<file path="src/rtl/traffic_phase_timer.sv">
// Traffic light phase timer.
// Tracks the controller's light code, counts whole seconds through each red/green
// (long) or red_amber/amber (short) phase, and pulses timer_30s / timer_3s one clock
// after the phase expires. Also synchronises the pedestrian button and produces one
// pulse per debounced press.
// Optional feature: define TRAFFIC_BTN_DEBOUNCE_EN to require the synchronised button
// level to hold steady for DEBOUNCE_CYC cycles before the debounced level follows it.
// Without the macro the synchronised level is used directly and DEBOUNCE_CYC is unused.
module traffic_phase_timer #(
  parameter int unsigned TICKS_PER_SEC = 100000000,
  parameter int unsigned LONG_SEC      = 30,
  parameter int unsigned SHORT_SEC     = 3,
  parameter int unsigned DEBOUNCE_CYC  = 1000000
) (
  input  logic       clk,
  input  logic       reset,
  input  logic [2:0] traff_light,
  input  logic       button_raw,
  output logic       timer_30s,
  output logic       timer_3s,
  output logic       button,
  output logic [4:0] sec_left,
  output logic       phase_err
);

  localparam int unsigned    PreW      = (TICKS_PER_SEC > 1) ? $clog2(TICKS_PER_SEC) : 1;
  localparam logic [PreW-1:0] PreMax   = PreW'(TICKS_PER_SEC - 1);
  localparam logic [PreW-1:0] PreOne   = PreW'(1);
  localparam logic [4:0]     LongLoad  = 5'(LONG_SEC);
  localparam logic [4:0]     ShortLoad = 5'(SHORT_SEC);

  typedef enum logic [1:0] {StIdle, StRunLong, StRunShort, StHold} state_e;

  state_e          state_q;
  logic [2:0]      light_q;
  logic [PreW-1:0] prescaler_q;
  // Expiry is flagged on the terminal wrap and turned into the output pulse one edge later.
  logic            pend_long_q;
  logic            pend_short_q;

  logic phase_change;
  logic code_long;
  logic code_short;
  logic wrap;

  // Phase classification and prescaler wrap detection.
  always_comb begin
    phase_change = (traff_light != light_q);
    code_long    = (traff_light == 3'b001) || (traff_light == 3'b011);
    code_short   = (traff_light == 3'b101) || (traff_light == 3'b100);
    wrap         = (prescaler_q == PreMax);
  end

  // Phase FSM: a light change always wins over the running count, including on the
  // terminal wrap, so an abandoned phase never pulses.
  always_ff @(posedge clk) begin
    if (reset) begin
      state_q      <= StIdle;
      light_q      <= 3'b000;
      prescaler_q  <= '0;
      sec_left     <= 5'd0;
      pend_long_q  <= 1'b0;
      pend_short_q <= 1'b0;
      timer_30s    <= 1'b0;
      timer_3s     <= 1'b0;
      phase_err    <= 1'b0;
    end else begin
      light_q      <= traff_light;
      timer_30s    <= pend_long_q;
      timer_3s     <= pend_short_q;
      pend_long_q  <= 1'b0;
      pend_short_q <= 1'b0;
      if (phase_change) begin
        prescaler_q <= '0;
        if (code_long) begin
          sec_left  <= LongLoad;
          state_q   <= StRunLong;
          phase_err <= 1'b0;
        end else if (code_short) begin
          sec_left  <= ShortLoad;
          state_q   <= StRunShort;
          phase_err <= 1'b0;
        end else begin
          sec_left  <= 5'd0;
          state_q   <= StIdle;
          phase_err <= 1'b1;
        end
      end else begin
        case (state_q)
          StRunLong, StRunShort: begin
            if (wrap) begin
              prescaler_q <= '0;
              sec_left    <= sec_left - 5'd1;
              if (sec_left == 5'd1) begin
                state_q      <= StHold;
                pend_long_q  <= (state_q == StRunLong);
                pend_short_q <= (state_q == StRunShort);
              end
            end else begin
              prescaler_q <= prescaler_q + PreOne;
            end
          end
          default: begin
            // Idle and hold wait for the next phase change.
          end
        endcase
      end
    end
  end

  logic sync1_q;
  logic sync2_q;
  logic deb_prev_q;
  logic deb_level;

`ifdef TRAFFIC_BTN_DEBOUNCE_EN
  localparam int unsigned     CntW   = (DEBOUNCE_CYC > 1) ? $clog2(DEBOUNCE_CYC) : 1;
  localparam logic [CntW-1:0] CntMax = CntW'(DEBOUNCE_CYC - 1);
  localparam logic [CntW-1:0] CntOne = CntW'(1);

  logic            deb_q;
  logic [CntW-1:0] cnt_q;

  // Debounce: follow the synchronised level only after DEBOUNCE_CYC consecutive
  // cycles of disagreement with the current debounced level.
  always_ff @(posedge clk) begin
    if (reset) begin
      deb_q <= 1'b0;
      cnt_q <= '0;
    end else if (sync2_q == deb_q) begin
      cnt_q <= '0;
    end else if (cnt_q == CntMax) begin
      deb_q <= sync2_q;
      cnt_q <= '0;
    end else begin
      cnt_q <= cnt_q + CntOne;
    end
  end

  assign deb_level = deb_q;
`else
  assign deb_level = sync2_q;
`endif

  // Button synchroniser and rising-edge pulse, independent of the phase FSM.
  always_ff @(posedge clk) begin
    if (reset) begin
      sync1_q    <= 1'b0;
      sync2_q    <= 1'b0;
      deb_prev_q <= 1'b0;
      button     <= 1'b0;
    end else begin
      sync1_q    <= button_raw;
      sync2_q    <= sync1_q;
      deb_prev_q <= deb_level;
      button     <= deb_level & ~deb_prev_q;
    end
  end

endmodule

</file>
<file path="config.mk">
export PLATFORM = sky130hd
export DESIGN_NAME = traffic_phase_timer
export DESIGN_NICKNAME = d
export VERILOG_FILES = /design/src/rtl/traffic_phase_timer.sv
export SDC_FILE = /design/constraint.sdc
export NUM_CORES = 1
export LEC_CHECK = 0
export CORE_UTILIZATION = 46
export CTS_BUF_LIST = sky130_fd_sc_hd__clkbuf_8 sky130_fd_sc_hd__clkbuf_16
export DETAILED_ROUTE_END_ITERATION = 8
export PLACE_DENSITY = 0.68
export SLEW_MARGIN = 20
export SYNTH_ARGS = -nofsm -noshare
export SYNTH_HDL_FRONTEND = slang
export SYNTH_SLANG_ARGS = --single-unit
</file>
<file path="constraint.sdc">
create_clock -name clk -period 2.3 [get_ports clk]
set_input_delay 0.46 -clock clk [delete_from_list [all_inputs] [get_ports clk]]
set_output_delay 0.46 -clock clk [all_outputs]
set_load 0.005 [all_outputs]
</file>
After elaboration in Yosys (flattened, before gate mapping)
Index checks and enable logic that the tools add are counted.

operators by class
  $add $sub $neg = 2
  equality and inequality tests = 9
  multiplexer cells = 14
  bitwise operators = 5
  reduce and logical (&&, ||, !) cells = 10

operators with widths
  cell                     count
  $add A27 B1 Y27 const B  1
  $eq A27 B27 Y1 const B   1
  $mux W27                 1
  $mux W5                  4
  $mux W2                  7
  $eq A3 B3 Y1 const B     2
  $reduce_bool A2 Y1       3
  $eq A5 B1 Y1 const B     1
  $reduce_or A5 Y1         1
  $sub A5 B1 Y5 const B    1
  $not A1 Y1               4
  $reduce_or A2 Y1         2
  $eq A3 B1 Y1 const B     1
  $eq A3 B2 Y1 const B     1
  $ne A3 B3 Y1             1
  $reduce_and A3 Y1        1
  $eq A2 B1 Y1 const B     1
  $eq A2 B2 Y1 const B     1
  $logic_or A1 B1 Y1       2
  $mux W1                  2
  $reduce_and A2 Y1        1
  $and A1 B1 Y1            1

word-level totals
  register bits after elaboration = 46
  input port bits = 6
  output and inout port bits = 9
  logic and storage cells = 53

Depth between registers and ports, before layout
Gate-level depths: netlist of run 1.

  depth after elaboration = 5
  depth in mapped cells = 9
  gate-level depth less buffers = 7

Worst setup path before layout of run 1
OpenSTA, ideal clock, no wires.

  kind = register -> register
  from = reg state_q[0]
  to = reg sec_left[3]
  setup time = 74 ps
  arrival time = 2428 ps
  path slack = -202 ps
  stages on the path, launching flop included = 9
  path buffers = 1
  clock period less this slack = 2502 ps
  cells stage by stage = dfxtp_1 > inv_1 > ha_1 > and4b_2 > nand3_2 > or4_1 > buf_2 > or4_1 > a31oi_1

between the ends
  cells in the longest elaborated chain, start to end = 4
  elaborated cells on any way between the ends = 5

ends and longest elaborated chain
  what                                          line  source
  start: declaration                            34    state_e state_q;
  start signal: assignment                      58    state_q <= StIdle;
  start signal: assignment                      77    state_q <= StRunLong;
  start signal: assignment                      81    state_q <= StRunShort;
  $eq A2 B1 Y1 or $eq A2 B2 Y1 (tied branches)  89    case (state_q)
  $reduce_or A2 Y1 (*)                          89
  $reduce_bool A2 Y1 (no source line) (*)       n/a
  $reduce_and A2 Y1 (no source line) (*)        n/a
  end signal: assignment                        76    sec_left <= LongLoad;
  end signal: assignment                        80    sec_left <= ShortLoad;
  end signal: assignment                        93    sec_left <= sec_left - 5'd1;
  end: declaration                              22    output logic [4:0] sec_left,

Mark *: on every way between the ends. The rest lies on a longest branch, timed or not.
A chain may end at the register's enable or synchronous reset.

Worst setup path in the final report of run 1
Ends and elaborated chain as after synthesis.

==> summary.md, run 1 <==
| Metric | Value |
|---|---|
| First-pass GRT wire length | 6.01 mm |
| Pleak | 0.877 nW |
| Max FO, Critical Path | 6 |
| Post-DP HPWL | 2.60 mm |
| Buffer depth of the longest clock path | 2 |
| Cells after Synth | 222 |
| Yosys cell types | 37 |
| Vias in the first global route | 1386 |
| Min cycle time layout | 2.20 ns |
| Final GP Congestion | 0.825 |
| Placement Setup Slack | -0.0290 ns |
| Final ANT Viol Nets | 0 |
| Final hold viol count | 0 |
| Post-Syn Area | 2010 µm² |
| CTS tree | built |
| Peak VDD IR | 0.345 mV |
| WHS | 0.383 ns |
| Via count | 1526 |
| GRT Util Overall | 17.6% |
| Required @ worst endpoint | 2.53 ns |
| Average cell area after synthesis | 9.04 µm² |
| Unrepaired setup endpoints after global routing | false |
| Clk slew on worst S/H paths | 0.08 ns |
| Worst Max-Slew Pin Slew | 0.651 ns |
| Final period util | 95.6% |
| DR pass1 iterations | 4 |
| Final net count | 258 |
| Cts bufs inserted | 5 |
| Status | finished clean |
| DRC | 0 |
| Antenna cell count | 0 |
| IO Count | 15 |
| Startpoint types | flop |
| Hold endpoint | button$_SDFF_PP0_ |
| Fmax | 455 MHz |
| Reg-to-Reg Start | state_q[0]$_SDFFE_PP0P_ |
| Layout cells sized above 1 | 10.5% |
| Reg2Reg Depth | 7 |
| Hold path depth | 1 |
| Initial antenna violation count | 0 |
| DIE AREA | 4630 µm² |
| Seq/Total Area, Yosys | 45.9% |
| Post-placement cell area | 2290 µm² |
| Slew Viols, Final | 0 |
| WP data arrival | 2.43 ns |
| CTS H-Tree Depth | 2 |
| Drt wl/cell | 11.8 µm |
| Rel. slew slack | 56.2% |
| # setup viols final | 0 |
| Pin count of the biggest net entering global routing | 26 |
| PD cells | 589 nW/µm² |
| Root buf cell | clkbuf_8 |
| Routed Wire Length | 3.50 mm |
| Clock Latency Late Sink | 0.30 ns |
| Post-synth ARST share | 0% |
| Post-Layout Inst Area | 2390 µm² |
| Flop-to-flop setup slack | 0.10 ns |
| Site Rows | 23 |
| CORE AREA | 4090 µm² |
| Initial Util | 49.1% |
| Worst setup margin | 0.100 ns |
| Drt via density | 5.14 |
| #FFs+latches synth | 46 |
| Clock skew | 0.0101 ns |
| Initial DRC count | 80 |
| Syn-to-layout area delta | 19.0% |
| Worst Setup Path Type | flop to flop |
| Overflow left after global routing | 0 |
| Die H | 68.1 µm |
| Port Buffers | 14 |
| Worst R2R End | sec_left[3]$_SDFFE_PP0P_ |
| Number of enable flip-flop cells after synthesis | 0 |
| Postcts setup bufs | 0 |
| Die Span X | 68.1 µm |
| Crit end category | flop |
| Clk sink count | 46 |
| Syn Nets | 233 |
| Overall power | 1.41 mW |
| YS warnings | 0 |
| Hold crit path type | flop to flop |
| MaxCap Viol Count | 0 |
| Hold Startpoint | deb_prev_q$_SDFF_PP0_ |
| Ys flop type | dfxtp_1 |
how the worst max path moves through the flow:
| stage | start | end | cells after the start |
|---|---|---|---|
| floorplan | state_q[0]$_SDFFE_PP0P_ | sec_left[3]$_SDFFE_PP0P_ | 8 |
| global placement | state_q[0]$_SDFFE_PP0P_ | state_q[0]$_SDFFE_PP0P_ | 7 |
| detailed placement | state_q[0]$_SDFFE_PP0P_ | state_q[0]$_SDFFE_PP0P_ | 7 |
| CTS | state_q[0]$_SDFFE_PP0P_ | sec_left[3]$_SDFFE_PP0P_ | 7 |
| global route | state_q[0]$_SDFFE_PP0P_ | sec_left[3]$_SDFFE_PP0P_ | 7 |
| finish | state_q[0]$_SDFFE_PP0P_ | sec_left[3]$_SDFFE_PP0P_ | 7 |
routing by layer:
metal  vias to the layer above  routed length (µm)  global-route usage (%)
met5                         -                   0                       0
met4                         0                  67                    8.59
met3                         7                 122                    5.00
met2                        24                1500                    27.1
met1                       691                1820                    22.3
li1                        804                   -                       -
logic make-up after synthesis:
kind of cell / share of synthesized area [%]
and+or+nand+nor: 29.2
adders and majority gates: 3.12
buffers and inverters: 2.99
AOI/OAI and AO/OA: 4.74
DFF: 45.9
muxes: 0.998
xor gates and xnor gates: 13.1
cells in the final DEF, fill, tap and decap left out, types with 2 or more instances in the layout:
cell type / Yosys / layout
and4_1: 2 / 2
mux2i_1: 2 / 2
inv_1: 7 / 7
nand2_1: 12 / 12
nor3_1: 5 / 5
nor2b_1: 11 / 11
nand4_1: 7 / 7
clkdlybuf4s50_1: 0 / 14
or4_1: 3 / 2
a21oi_1: 2 / 2
clkbuf_8: 0 / 5
xor2_1: 18 / 18
and3_1: 9 / 9
a31oi_1: 2 / 2
xnor2_1: 12 / 12
ha_1: 5 / 4
and2_1: 2 / 2
clkinv_2: 0 / 2
dfxtp_1: 46 / 45
nor2_1: 33 / 33
buf_4: 0 / 11
nor4_1: 3 / 2
nand2b_1: 4 / 4
nand3_1: 14 / 14
synthesized netlist by cell type, types with 2 or more instances:
master    instances  share of area (%)
dfxtp_1          46                 46
nor2_1           33                6.2
xor2_1           18                7.9
nand3_1          14                3.5
nand2_1          12                2.2
xnor2_1          12                5.2
nor2b_1          11                3.4
and3_1            9                2.8
inv_1             7                1.3
nand4_1           7                2.2
clkbuf_1          5               0.94
ha_1              5                3.1
nor3_1            5                1.2
nand2b_1          4                1.2
buf_2             3               0.75
nor4_1            3               0.94
or4_1             3                1.1
a21oi_1           2               0.50
a31oi_1           2               0.62
and2_1            2               0.62
and4_1            2               0.87
mux2i_1           2                1.0
through the flow:
stage               cells  utilization, %  TNS, ns
finish                297            58.5        0
global route          297            58.5        0
CTS                   297            58.3        0
global placement      290            56.1        0
floorplan             222               -        0
detailed placement    290            56.1  -0.0290
worst max-delay path: stages (launching register included):
cell and delay (ns):
dfxtp_2 0.35, inv_1 0.07, ha_4 0.24, and4b_2 0.29, nand3_2 0.09, or4_4 0.47, or4_1 0.48, a31oi_1 0.15
registers in the layout, indices dropped and copies added, names as in the netlist, 2 cells and up:
name	cells
light_q	3
sec_left	5
prescaler_q	27
state_q	2
area by class of cell:
class	instances	area [µm²]
clock buffers	5	68.8
repair buffers	26	243
inverters	7	26.3
well taps	50	62.6
flip-flops and latches	46	922
multi-input cells	161	1060
clock inverters	2	10.0
fillers	384	1700
power by group:
group | switching, mW | total [mW] | internal [mW] | leakage, nW
Clock | 0.256 | 0.460 | 0.204 | 0.0438
Sequential | 0.0149 | 0.829 | 0.814 | 0.374
Combinational | 0.0553 | 0.119 | 0.0639 | 0.460
Total | 0.326 | 1.41 | 1.08 | 0.877
repair_timing:
| item | CTS | global route |
|---|---|---|
| resized for setup | 2 | 2 |
| setup endpoints to repair | 2 | 4 |
| hold buffers | 0 | 0 |
Note: power is estimated with default switching activity, not from simulation.
==> inputs of run 2 (changes only) <==
--- a/config.mk
+++ b/config.mk
@@ -7,6 +7,7 @@
 export LEC_CHECK = 0
 export CORE_UTILIZATION = 46
 export CTS_BUF_LIST = sky130_fd_sc_hd__clkbuf_8 sky130_fd_sc_hd__clkbuf_16
+export CTS_CLUSTER_SIZE = 20
 export DETAILED_ROUTE_END_ITERATION = 8
 export PLACE_DENSITY = 0.68
 export SLEW_MARGIN = 20
==> results of run 2 <==
No change in the layout: final DEF, timing and power equal those of run 1.
==> inputs of run 3 (changes only) <==
--- a/config.mk
+++ b/config.mk
@@ -5,11 +5,13 @@
 export SDC_FILE = /design/constraint.sdc
 export NUM_CORES = 1
 export LEC_CHECK = 0
+export CORE_ASPECT_RATIO = 0.9
 export CORE_UTILIZATION = 46
 export CTS_BUF_LIST = sky130_fd_sc_hd__clkbuf_8 sky130_fd_sc_hd__clkbuf_16
 export CTS_CLUSTER_SIZE = 20
 export DETAILED_ROUTE_END_ITERATION = 8
-export PLACE_DENSITY = 0.68
+export PLACE_DENSITY = 0.79
+export REMOVE_ABC_BUFFERS = 1
 export SLEW_MARGIN = 20
 export SYNTH_ARGS = -nofsm -noshare
 export SYNTH_HDL_FRONTEND = slang
==> summary.md, run 3 (same netlist as run 1, synthesis figures left out) <==
| Metric | Value |
|---|---|
| Worst R2R End | sec_left[4]$_SDFFE_PP0P_ |
| Setup TNS | 0 ns (unchanged) |
| Final period util | 96.4% (+0.75 points) |
| PD cells | 592 nW/µm² (+0.38%) |
| Pin count of the biggest net entering global routing | 26 (unchanged) |
| Hold endpoint | button$_SDFF_PP0_ |
| Fin cells | 295 (-0.67%) |
| Hold crit path type | flop to flop |
| Max FFs per register | 27 (unchanged) |
| Post-placement cell area | 2280 µm² (-0.66%) |
| Initial Util | 48.6% (-0.51 points) |
| Biggest regs | prescaler_q x27, sec_left x5, light_q x3 |
| Reg-to-Reg Start | state_q[0]$_SDFFE_PP0P_ |
| Layout cells sized above 1 | 11.3% (+0.81 points) |
| Routed Wire Length | 3.66 mm (+4.4%) |
| Vias in the first global route | 1459 (+5.3%) |
| Reg2Reg Depth | 8 (+1) |
| Clk sink count | 46 (unchanged) |
| Rel. slew slack | 59.6% (+3.4 points) |
| Peak VDD IR | 0.309 mV (-10%) |
| Post-DP HPWL | 2.56 mm (-1.5%) |
| DR pass1 iterations | 4 (unchanged) |
| Syn-to-layout area delta | 19.3% |
| CTS H-Tree Depth | 2 (unchanged) |
| WP data arrival | 2.39 ns (-0.04 ns) |
| CP delay by family, top | simple AND/OR/NAND/NOR gates |
| # setup viols final | 0 (unchanged) |
| Hold Startpoint | deb_prev_q$_SDFF_PP0_ |
| Hold_buf cts | 0 (unchanged) |
| Min cycle time layout | 2.22 ns (+0.0173 ns) |
| WHS | 0.392 ns (+0.00845 ns) |
| Cts bufs inserted | 5 (unchanged) |
| MaxCap Viol Count | 0 (unchanged) |
| Final net count | 258 (unchanged) |
| Core Util, Final | 58.0% (-0.45 points) |
| Final hold viol count | 0 (unchanged) |
| Drt wl/cell | 12.4 µm (+5.1%) |
| Via count | 1528 (+0.13%) |
| Buffer depth of the longest clock path | 2 (unchanged) |
| Post-Layout Inst Area | 2390 µm² (+0.26%) |
| Worst Max-Slew Pin Slew | 0.601 ns (-0.0499 ns) |
| DRC | 0 (unchanged) |
| CP peak stage delay | 0.57 ns (+0.09 ns) |
| DIE AREA | 4630 µm² (about the same) |
| Die H | 64.7 µm (-5.0%) |
| Unrepaired setup endpoints after global routing | true |
| Status | finished clean |
| CTS tree | built |
| IO Count | 15 (unchanged) |
| Crit-path cells | inv_1 -> ha_4 -> and4b_2 -> nand3_2 -> or4_4 -> buf_4 -> nor3_1 -> a311oi_2 |
| Overflow left after global routing | 0 (unchanged) |
| Clk slew on worst S/H paths | 0.08 ns (about the same) |
| Fmax | 451 MHz (-0.78%) |
| First-pass GRT wire length | 6.15 mm (+2.4%) |
| Most common cell after layout, fill and taps aside | dfxtp_1 |
| Antenna cell count | 0 (unchanged) |
| Crit end category | flop |
| Clock Latency Late Sink | 0.30 ns (about the same) |
| Clock skew | 0.00890 ns (-0.00116 ns) |
| Initial DRC count | 61 (-24%) |
| Commonest non-fill, non-tap cells in the layout | dfxtp_1 (45), nor2_1 (33), xor2_1 (18) |
| Top reg by flops | prescaler_q |
| GRT Util Overall | 17.2% (-0.38 points) |
| Port Buffers | 14 (unchanged) |
| Root buf cell | clkbuf_8 |
| Drt via density | 5.18 (+0.81%) |
| Required @ worst endpoint | 2.47 ns (-0.06 ns) |
| CORE AREA | 4130 µm² (+1.0%) |
| Multi-input logic area | 1060 µm² (+0.83%) |
| Flop-to-flop setup slack | 0.08 ns (-0.02 ns) |
| Max stage delay cell, worst path | or4_4 |
| Hold path depth | 1 (unchanged) |
| FF+latch area | 922 µm² (unchanged) |
| Die Span X | 71.6 µm (+5.3%) |
| Startpoint types | flop |
| CP Buf/Inv Count | 2 (+1) |
| Filler Cell Count | 354 (-7.8%) |
| Final GP Congestion | 0.784 (-5.0%) |
| Pleak | 0.882 nW (+0.57%) |
| Dpl cells | 288 (-0.69%) |
| Initial antenna violation count | 0 (unchanged) |
| Max FO, Critical Path | 6 (unchanged) |
| Final ANT Viol Nets | 0 (unchanged) |
| Slew Viols, Final | 0 (unchanged) |
| Worst Setup Path Type | flop to flop |
| Site Rows | 22 (-4.3%) |
==> run 3: cell types whose count changed in the layout (fill, tap and decap cells not counted) <==
cell      delta
nor4_1       +1
o31ai_2      +1
nor4_2       -1
or4_4        +1
a311oi_1     -1
a311oi_2     +1
or4_1        -1
o31ai_1      -1
==> run 3: stage by stage <==
step	total power, mW	setup WS [ns]
floorplan	0.903	-0.242
global placement	0.962	-0.0597
detailed placement	0.964	-0.118
CTS	1.42	0.0225
global route	1.48	-0.0251
finish	1.42	0.0831
==> run 3: worst max path at each step <==
stage	from	to	cells past startpoint
after global placement	state_q[0]$_SDFFE_PP0P_	sec_left[3]$_SDFFE_PP0P_	7
final	state_q[0]$_SDFFE_PP0P_	sec_left[4]$_SDFFE_PP0P_	8
after floorplan	state_q[0]$_SDFFE_PP0P_	sec_left[3]$_SDFFE_PP0P_	7
after global routing	state_q[0]$_SDFFE_PP0P_	state_q[0]$_SDFFE_PP0P_	7
after CTS	state_q[0]$_SDFFE_PP0P_	sec_left[3]$_SDFFE_PP0P_	7
after detailed placement	state_q[0]$_SDFFE_PP0P_	state_q[0]$_SDFFE_PP0P_	7
==> run 3: layout make-up <==
class,count,area share (%)
clock buffer,5,2.87
clock inverter,2,0.418
inverter,7,1.10
multi-input combinational,161,44.5
sequential,46,38.5
tap,48,2.51
timing repair buffer,26,10.1
==> run 3: power breakdown <==
group / internal, mW / switching, mW / total [mW]
Sequential: 0.814 / 0.0146 / 0.828
Clock: 0.204 / 0.257 / 0.461
Combinational: 0.0683 / 0.0587 / 0.127
==> run 3: timing repair <==
action                                  4_1_cts  5_1_grt
endpoints found under the setup margin        6        5
resized for setup                             1        6
gates cloned                                  0        0
buffers inserted                              0        0
pin swaps                                     1        3
==> run 3: metal layers <==
layer	part of all wire, %	GRT usage [%]	wire (µm)	up-vias
met5	0	0	0	-
met4	2.0	8.82	72	0
met3	2.9	4.20	106	8
met2	47	30.2	1730	29
met1	48	19.3	1740	692
li1	-	-	-	799
